[src/rtl/glitch_pkg.sv]
`default_nettype none
// ==== glitch_pkg -- shared states, default sweep constants and engine request type. Rev 1.0 ====
package glitch_pkg;

   typedef enum logic [2:0] {
      ST_IDLE      = 3'd0,
      ST_ARM       = 3'd1,
      ST_WAIT_TRIG = 3'd2,
      ST_FIRE      = 3'd3,
      ST_OBSERVE   = 3'd4,
      ST_NEXT      = 3'd5,
      ST_FINISH    = 3'd6
   } sweep_state_t;

   localparam int unsigned DEF_DW          = 32;
   localparam int unsigned DEF_DELAY_START = 0;
   localparam int unsigned DEF_DELAY_END   = 1000;
   localparam int unsigned DEF_DELAY_STEP  = 10;
   localparam int unsigned DEF_WIDTH_START = 1;
   localparam int unsigned DEF_WIDTH_END   = 8;
   localparam int unsigned DEF_WIDTH_STEP  = 1;
   localparam int unsigned DEF_REPEATS     = 4;
   localparam int unsigned DEF_OBS_CYCLES  = 1024;

   typedef struct packed {
      logic [DEF_DW-1:0] delay;
      logic [DEF_DW-1:0] width;
   } eng_req_t;

endpackage
`default_nettype wire

[src/rtl/glitch_param_stepper.sv]
`default_nettype none
// ==== glitch_param_stepper -- one sweep axis: load, step by STEP, wrap to START past END. Rev 1.0 ====
module glitch_param_stepper #(
   parameter int unsigned   DW    = 32,
   parameter logic [DW-1:0] START = '0,
   parameter logic [DW-1:0] END   = '0,
   parameter logic [DW-1:0] STEP  = DW'(1)
) (
   input  logic          clk,
   input  logic          rst_n,
   input  logic          load,
   input  logic          step_en,
   output logic [DW-1:0] value,
   output logic          wrap
);

   logic [DW:0] sum;

   // One extra bit so a carry out of DW bits also counts as past END.
   assign sum  = {1'b0, value} + {1'b0, STEP};
   assign wrap = (sum > {1'b0, END});

   always_ff @(posedge clk or negedge rst_n) begin
      if (!rst_n) begin
         value <= '0;
      end else if (load) begin
         value <= START;
      end else if (step_en) begin
         value <= wrap ? START : sum[DW-1:0];
      end
   end

endmodule
`default_nettype wire

[src/rtl/glitch_sweep_ctrl.sv]
`default_nettype none
// ==== glitch_sweep_ctrl -- (delay, width, repeat) glitch campaign sequencer. Rev 1.0 ====
module glitch_sweep_ctrl
   import glitch_pkg::*;
#(
   parameter int unsigned DW          = DEF_DW,
   parameter int unsigned DELAY_START = DEF_DELAY_START,
   parameter int unsigned DELAY_END   = DEF_DELAY_END,
   parameter int unsigned DELAY_STEP  = DEF_DELAY_STEP,
   parameter int unsigned WIDTH_START = DEF_WIDTH_START,
   parameter int unsigned WIDTH_END   = DEF_WIDTH_END,
   parameter int unsigned WIDTH_STEP  = DEF_WIDTH_STEP,
   parameter int unsigned REPEATS     = DEF_REPEATS,
   parameter int unsigned OBS_CYCLES  = DEF_OBS_CYCLES
) (
   input  logic          clk,
   input  logic          rst_n,
   input  logic          start,
   input  logic          abort,
   input  logic          trigger,
   input  logic          fault_in,
   output logic          eng_start,
   output logic [DW-1:0] eng_delay,
   output logic [DW-1:0] eng_width,
   input  logic          eng_done,
   output logic          busy,
   output logic          done,
   output logic          hit,
   output logic [DW-1:0] cur_delay,
   output logic [DW-1:0] cur_width
);

   localparam logic [DW-1:0] C_DELAY_START = DW'(DELAY_START);
   localparam logic [DW-1:0] C_DELAY_END   = DW'(DELAY_END);
   localparam logic [DW-1:0] C_DELAY_STEP  = DW'(DELAY_STEP);
   localparam logic [DW-1:0] C_WIDTH_START = DW'(WIDTH_START);
   localparam logic [DW-1:0] C_WIDTH_END   = DW'(WIDTH_END);
   localparam logic [DW-1:0] C_WIDTH_STEP  = DW'(WIDTH_STEP);
   localparam logic [31:0]   C_REP_LAST    = 32'(REPEATS - 1);
   localparam logic [31:0]   C_OBS_LAST    = 32'(OBS_CYCLES - 1);

   sweep_state_t  state;
   sweep_state_t  state_nx;
   logic          trig_q;
   logic [31:0]   rep;
   logic [31:0]   obs_cnt;
   logic [DW-1:0] delay_val;
   logic [DW-1:0] width_val;
   logic          delay_wrap;
   logic          width_wrap;
   logic          trig_rise;
   logic          rep_last;
   logic          obs_last;
   logic          sweep_end;
   logic          load;
   logic          advance;
   logic          width_step;
   logic          delay_step;
   logic          fault_seen;

   assign trig_rise  = trigger & ~trig_q;
   assign rep_last   = (rep == C_REP_LAST);
   assign obs_last   = (obs_cnt == C_OBS_LAST);
   assign sweep_end  = rep_last & width_wrap & delay_wrap;
   assign load       = (state == ST_IDLE) & start & ~abort;
   // The final point is not stepped, so cur_* keep showing the last point visited.
   assign advance    = (state == ST_NEXT) & ~abort & ~sweep_end;
   assign width_step = advance & rep_last;
   assign delay_step = width_step & width_wrap;
   assign fault_seen = ((state == ST_FIRE) | (state == ST_OBSERVE)) & fault_in & ~abort;

   assign eng_delay  = delay_val;
   assign eng_width  = width_val;
   assign cur_delay  = delay_val;
   assign cur_width  = width_val;

   glitch_param_stepper #(
      .DW    (DW),
      .START (C_WIDTH_START),
      .END   (C_WIDTH_END),
      .STEP  (C_WIDTH_STEP)
   ) u_width (
      .clk     (clk),
      .rst_n   (rst_n),
      .load    (load),
      .step_en (width_step),
      .value   (width_val),
      .wrap    (width_wrap)
   );

   glitch_param_stepper #(
      .DW    (DW),
      .START (C_DELAY_START),
      .END   (C_DELAY_END),
      .STEP  (C_DELAY_STEP)
   ) u_delay (
      .clk     (clk),
      .rst_n   (rst_n),
      .load    (load),
      .step_en (delay_step),
      .value   (delay_val),
      .wrap    (delay_wrap)
   );

   always_ff @(posedge clk or negedge rst_n) begin
      if (!rst_n) begin
         state <= ST_IDLE;
      end else begin
         state <= state_nx;
      end
   end

   always_comb begin
      state_nx = state;
      case (state)
         ST_IDLE:      if (start) state_nx = ST_ARM;
         ST_ARM:       if (!trigger) state_nx = ST_WAIT_TRIG;
         ST_WAIT_TRIG: if (trig_rise) state_nx = ST_FIRE;
         ST_FIRE: begin
            if (fault_in)      state_nx = ST_FINISH;
            else if (eng_done) state_nx = ST_OBSERVE;
         end
         ST_OBSERVE: begin
            if (fault_in)      state_nx = ST_FINISH;
            else if (obs_last) state_nx = ST_NEXT;
         end
         ST_NEXT:      state_nx = sweep_end ? ST_FINISH : ST_ARM;
         ST_FINISH:    state_nx = ST_IDLE;
         default:      state_nx = ST_IDLE;
      endcase
      if (abort) state_nx = ST_IDLE;
   end

   always_ff @(posedge clk or negedge rst_n) begin
      if (!rst_n) begin
         trig_q    <= 1'b0;
         rep       <= '0;
         obs_cnt   <= '0;
         eng_start <= 1'b0;
         busy      <= 1'b0;
         done      <= 1'b0;
         hit       <= 1'b0;
      end else begin
         trig_q    <= trigger;
         eng_start <= (state == ST_WAIT_TRIG) && (state_nx == ST_FIRE);
         busy      <= (state_nx != ST_IDLE);
         obs_cnt   <= (state == ST_OBSERVE) ? obs_cnt + 32'd1 : '0;
         if (load) begin
            rep <= '0;
         end else if (advance) begin
            rep <= rep_last ? '0 : rep + 32'd1;
         end
         if (abort || load) begin
            done <= 1'b0;
         end else if (state == ST_FINISH) begin
            done <= 1'b1;
         end
         if (load) begin
            hit <= 1'b0;
         end else if (fault_seen) begin
            hit <= 1'b1;
         end
      end
   end

endmodule
`default_nettype wire
[config.mk]
export PLATFORM = sky130hd
export DESIGN_NAME = glitch_sweep_ctrl
export DESIGN_NICKNAME = d
export VERILOG_FILES = /design/src/rtl/glitch_pkg.sv /design/src/rtl/glitch_param_stepper.sv /design/src/rtl/glitch_sweep_ctrl.sv
export SDC_FILE = /design/constraint.sdc
export NUM_CORES = 1
export LEC_CHECK = 0
export BUFFER_PORTS_ARGS = -buffer_cell sky130_fd_sc_hd__buf_4
export CORE_MARGIN = 5
export CORE_UTILIZATION = 31
export DETAILED_ROUTE_END_ITERATION = 8
export PLACE_DENSITY = 0.6
export SLEW_MARGIN = 20
export SYNTH_ARGS = -nofsm -noshare
export SYNTH_HDL_FRONTEND = slang
export SYNTH_SLANG_ARGS = --single-unit
export TNS_END_PERCENT = 100
[constraint.sdc]
create_clock -name clk -period 4.8 [get_ports clk]
set_input_delay 0.72 -clock clk [delete_from_list [all_inputs] [get_ports clk]]
set_output_delay 0.72 -clock clk [all_outputs]
set_load 0.02 [all_outputs]
==> flow_metrics.py, run 1 <==
metrics = {
    "clocking": {
        "cts_tree": "built",
        "cts_setup_buffers": 0,
        "ctsRootBufferMaster": "clkbuf_16",
        "cts_buffer_depth": 2,
        "cts_htree_levels": 4,
        "cts_hold_buf": 0,
        "cts.clk_slew.worst_paths_ps": 70,
        "insertion_delay_ps": 430,
        "cts.repair.resized": 0,
        "cts_buffers": 17,
        "cts_sinks": 135,
    },
    "outcome": {
        "status": "finished clean",
    },
    "yosys": {
        "yosysWarnings": 0,
        "syn_avg_cell_area_um2": 9.076,
        "synthDistinctLibCells": 68,
        "synth_seq_cells": 135,
        "yosysTopAreaCellShare_pct": 43.53,
        "synth-edff-count": 0,
        "synth_area_um2": 7760,
        "yosysTopAreaCell": "dfrtp_1",
        "yosysSeqAreaShare_pct": 43.53,
        "ys_dominant_reg_cell": "dfrtp_1",
        "postSynthCellCount": 855,
        "synth-async-reset-ratio_pct": 100.0,
        "netlist_top_cells_area": "dfrtp_1 (44%), buf_4 (6.3%), and3_1 (5.4%), nor2_1 (4.2%), xor2_1 (3.5%)",
    },
    "setup_path": {
        "cpMostUsedCell": "nor4_4",
        "crit_chain": "ha_1 -> nor2_1 -> nor4_4 -> nand3_2 -> or4_1 -> a211o_1 -> nor4_4 -> o31ai_2 -> buf_4 -> and2_1 -> a221o_1",
        "crit_type": "reg -> reg",
        "critical_path.max_stage_delay_ps": 530,
        "cpMaxStageDelayCell": "or4_1",
        "end_kind": "flop",
        "critPathMaxFanout": 13,
        "critPathRequiredTime_ps": 5110,
        "cp-start-kind": "flop",
        "critPathArrivalTime_ps": 4290,
    },
    "final_layout": {
        "seq_area_um2": 3378,
        "layout_commonest_cell": "buf_4",
        "drive_gt1_share_pct": 20.66,
        "nFillCells": 2501,
        "syn_to_final_growth_pct": 19.78,
        "postLayoutCellArea_um2": 9295,
        "final_core_util_pct": 37.34,
        "multi_input_area_um2": 3716,
        "final_cell_mix": "buf_4 (143), dfrtp_1 (135), nor2_1 (86), nand2_1 (69), and3_1 (67)",
        "num_antenna_cells": 0,
        "nets": 932,
    },
    "timing": {
        "finClkSkew_ps": 12.84,
        "hold_viol": 0,
        "rsz0062_at_grt": "false",
        "setup_ws_ps": 812.0,
        "drv_slew": 0,
        "setup_viol": 0,
        "tightest_slew_ps": 911.5,
        "period_share_pct": 83.08,
        "slew_headroom_pct": 38.67,
        "max_freq_mhz": 250.8,
        "fin_crit_ps": 3988,
        "fin_setup_tns_ps": 0,
    },
    "global_route": {
        "grt_pass1_vias": 6361,
        "grt_usage_pct": 14.43,
        "grt_pass1_wl_um": 33770,
        "grt_max_degree": 103,
        "overflow": 0,
        "antenna_found_initial": 0,
    },
    "drt": {
        "drt_iter0_markers": 505,
        "drc": 0,
        "drtPass1Iterations": 5,
        "via_count": 6575,
        "ant_nets": 0,
        "viasPerCell": 5.202,
        "routed_wl_um": 20370,
        "drt-wirelength-per-cell_um": 16.12,
    },
    "placed_design": {
        "dpl-instance-area_um2": 8648,
        "place_hpwl_um": 14080,
        "pre_cts_slack_ps": 832.9,
        "port_buffers": 136,
        "place_congestion": 0.7964,
    },
    "floorplan": {
        "die-area_um2": 28300,
        "die_x_um": 168.2,
        "core_area_um2": 24890,
        "start_util_pct": 31.18,
        "num_rows": 58,
        "die_h_um": 168.2,
        "pin_count": 139,
    },
    "pwr": {
        "vdd_drop_max_mv": 0.2027,
        "p_per_area_nw_per_um2": 283.3,
        "p_total_mw": 2.633,
        "p_leak_nw": 4.318,
    },
    "hold_path": {
        "hold_path.class": "in -> async",
    },
    "job": {
        "maxCapViolCount": 0,
    },
}
[report_power, final]
part	switching [mW]	internal (mW)	total [mW]
registers	0.00888	1.14	1.15
logic	0.0697	0.0253	0.0950
clock network	0.552	0.834	1.39
total	0.631	2.00	2.63
[sequential cells by signal, indices dropped and copies added (netlist names)]
name           count
busy               1
eng_start          1
rep               32
trig_q             1
hit                1
obs_cnt           32
done               1
u_width.value     32
u_delay.value     31
state              3
[per-stage QoR]
| step | instances | hold WS (ps) |
|---|---|---|
| 5_1_grt | 1264 | 139.3 |
| 4_1_cts | 1263 | 414.6 |
| 2_1_floorplan | 856 | 424.4 |
| 3_3_place_gp | 1231 | 483.8 |
| 6_report | 1264 | 129.9 |
| 3_5_place_dp | 1231 | 493.3 |
[layer usage]
| layer | global-route usage (%) | routed length [um] | vias to the layer above |
|---|---|---|---|
| met3 | 3.757 | 1254 | 15 |
| li1 | - | - | 3198 |
| met5 | 0 | 0 | - |
| met4 | 4.587 | 267 | 0 |
| met2 | 22.89 | 9485 | 171 |
| met1 | 19.34 | 9363 | 3191 |
[layout make-up]
class / instances / area share (%)
multi-input cells: 607 / 39.98
clock inverters: 14 / 2.046
inverters: 15 / 0.6057
repair buffers: 145 / 11.97
well taps: 330 / 4.442
flip-flops and latches: 135 / 36.34
clock buffers: 18 / 4.617
[cells by family after synthesis]
| group | count (synthesis) | share of synthesized area, % |
|---|---|---|
| compound gates | 133 | 11.88 |
| fa+ha+maj | 4 | 0.6450 |
| xor+xnor | 46 | 5.192 |
| simple gates | 412 | 28.64 |
| flops | 135 | 43.53 |
| other cells | 1 | 0.04833 |
| buf+inv | 114 | 8.755 |
| mux | 10 | 1.306 |
[synth_stat cells (10+ instances only)]
cell type  number
a21oi_1        25
a31oi_1        11
and3_1         67
buf_4          65
clkbuf_1       27
dfrtp_1       135
inv_1          15
nand2_1        69
nand3_1        44
nand4_1        22
nor2_1         86
nor3_1         20
nor4_1         27
o21ai_0        23
or3_1          19
or4_1          10
xnor2_1        15
xor2_1         31
[worst max-delay path: cells and delay by family, from the launching register on]
kind            cells  cell delay (ps)
compound gates      3              870
buf+inv             1              240
flops               1              500
simple gates        6             1860
fa+ha+maj           1              400
[path summary, 6_finish.rpt]
path                                  start                 to  slack, ps  cells after the start
setup reg to reg           u_delay.value[1]             rep[6]        810                     11
max in group asynchronous             rst_n   u_width.value[2]       3970                      2
hold / removal                        rst_n  u_delay.value[24]        130                      1
hold reg to reg                  obs_cnt[0]         obs_cnt[0]        500                      1
setup / recovery           u_delay.value[1]             rep[6]        810                     11
min in group clk                    trigger             trig_q        430                      1
(Power assumes the default switching activity.)
==> run 2: changes to the inputs <==
- PLACE_DENSITY: 0.6 -> 0.62
- clock period: 4.8 -> 3.6 ns (I/O delays scaled with it)
==> flow_metrics.py, run 2 (same netlist as run 1, synthesis figures left out) <==
metrics = {
    "outcome": {
        "status": "finished clean",
    },
    "pwr": {
        "p_total_mw": 3.448,
        "p_per_area_nw_per_um2": 354.7,
        "p_leak_nw": 4.591,
        "vdd_drop_max_mv": 0.3274,
    },
    "floorplan": {
        "start_util_pct": 31.18,
        "core_area_um2": 24890,
        "die-area_um2": 28300,
        "die_x_um": 168.2,
        "pin_count": 139,
        "die_h_um": 168.2,
        "num_rows": 58,
    },
    "final_layout": {
        "top_regs": "obs_cnt x32, rep x32, u_width.value x32",
        "final_cell_mix": "buf_4 (199), dfrtp_1 (135), nor2_1 (86), nand2_1 (69), and3_1 (67)",
        "drive_gt1_share_pct": 25.25,
        "layout_commonest_cell": "buf_4",
        "syn_to_final_growth_pct": 25.28,
        "num_antenna_cells": 0,
        "nets": 989,
        "nFillCells": 2477,
    },
    "setup_path": {
        "cp-start-kind": "flop",
        "critPathArrivalTime_ps": 3730,
        "crit_chain": "nand3_1 -> or4_1 -> or4_1 -> a211oi_1 -> o2111a_1 -> and3_1 -> o31ai_2 -> buf_4 -> or4_1 -> a21oi_1",
        "critPathRequiredTime_ps": 3950,
        "reg2reg_depth": 10,
        "critical_path.max_stage_delay_ps": 650,
        "critPathMaxFanout": 6,
        "r2r_slack_ps": 220,
        "cpMaxStageDelayCell": "or4_1",
        "end_kind": "flop",
        "r2r-start": "u_width.value[8]",
        "crit_type": "reg -> reg",
        "cpMostUsedCell": "or4_1",
        "r2r_end": "rep[16]",
    },
    "timing": {
        "tightest_slew_ps": 896.4,
        "period_share_pct": 94.00,
        "fin_crit_ps": 3384,
        "drv_slew": 0,
        "hold_viol": 0,
        "max_freq_mhz": 295.5,
        "setup_viol": 0,
        "hold_slack_ps": 113.0,
        "finClkSkew_ps": 10.77,
        "rsz0062_at_grt": "false",
        "fin_setup_tns_ps": 0,
        "slew_headroom_pct": 40.06,
    },
    "global_route": {
        "antenna_found_initial": 0,
        "grt_pass1_vias": 6474,
        "grt_usage_pct": 14.11,
        "overflow": 0,
        "grt_max_degree": 71,
        "grt_pass1_wl_um": 33450,
    },
    "placed_design": {
        "port_buffers": 136,
        "place_hpwl_um": 14540,
        "place_congestion": 0.8387,
    },
    "clocking": {
        "cts_tree": "built",
        "cts_buffer_depth": 2,
        "cts_sinks": 135,
        "cts_htree_levels": 4,
        "cts.clk_slew.worst_paths_ps": 60,
        "cts_buffers": 17,
        "ctsRootBufferMaster": "clkbuf_16",
        "insertion_delay_ps": 420,
    },
    "job": {
        "maxCapViolCount": 0,
    },
    "drt": {
        "drc": 0,
        "routed_wl_um": 20350,
        "drt_iter0_markers": 486,
        "viasPerCell": 5.152,
        "via_count": 6801,
        "ant_nets": 0,
        "drt-wirelength-per-cell_um": 15.41,
        "drtPass1Iterations": 6,
    },
    "hold_path": {
        "hold_path.class": "in -> async",
    },
}
==> run 2: changes by cell type in the layout (fill, tap and decap cells not counted), sizes merged <==
cell	delta
buf	+57
clkbuf	-1
clkinv	+1
clkinvlp	+4
inv	-5
==> run 2: per-layer routing <==
metal / global-route usage (%) / wire (um)
met5: 0 / 0
met4: 4.058 / 198
met3: 2.630 / 919
met1: 19.46 / 9729
met2: 22.69 / 9498
==> run 2: final cells by class <==
| type | count | area [um2] | share of cell area [%] |
|---|---|---|---|
| timing repair buffer | 202 | 1545 | 15.89 |
| clock inverter | 14 | 178.9 | 1.840 |
| multi-input combinational | 607 | 3725 | 38.31 |
| tap | 330 | 412.9 | 4.247 |
| inverter | 15 | 56.30 | 0.5792 |
| sequential | 135 | 3378 | 34.75 |
| clock buffer | 17 | 425.4 | 4.376 |
==> run 2: timing repair <==
action | 4_1_cts | 5_1_grt
setup endpoints to repair | 0 | 5
setup buffers | 0 | 1
gates resized for setup | 0 | 2
hold buffers | 0 | 0
==> run 2: stage by stage <==
step                instances  worst slack [ps]  instance area [um2]  util [%]
finish                   1320             215.8                 9722     39.06
global route             1320            0.7319                 9722     39.06
CTS                      1319             205.9                 9706     38.99
detailed placement       1288             213.4                 9101     36.56
global placement         1288             298.0                 9101     36.56
floorplan                 856             26.77                 7764         -
==> run 2: where the power goes <==
| part | switching (mW) | total (mW) | internal, mW | leakage, nW |
|---|---|---|---|---|
| sequential | 0.0125 | 1.54 | 1.52 | 1.88 |
| combinational | 0.0932 | 0.129 | 0.0355 | 2.43 |
| clock | 0.692 | 1.78 | 1.09 | 0.279 |
| total | 0.797 | 3.45 | 2.65 | 4.59 |
==> run 2: worst max-delay path, delay by kind of cell (launching register included) <==
family,cells,cell delay (ps)
compound gates,4,750
buf+inv,1,180
flops,1,350
simple gates,5,2040
==> run 2: how the worst max path moves through the flow <==
stage | startpoint | to | slack (ps)
2_1_floorplan | u_delay.value[2] | rep[6] | 30
3_5_place_dp | u_delay.value[10] | u_delay.value[8] | 210
3_3_place_gp | u_delay.value[9] | u_delay.value[8] | 300
5_1_grt | u_width.value[8] | rep[16] | 0.7
4_1_cts | u_width.value[8] | rep[16] | 210
6_report | u_width.value[8] | rep[16] | 220
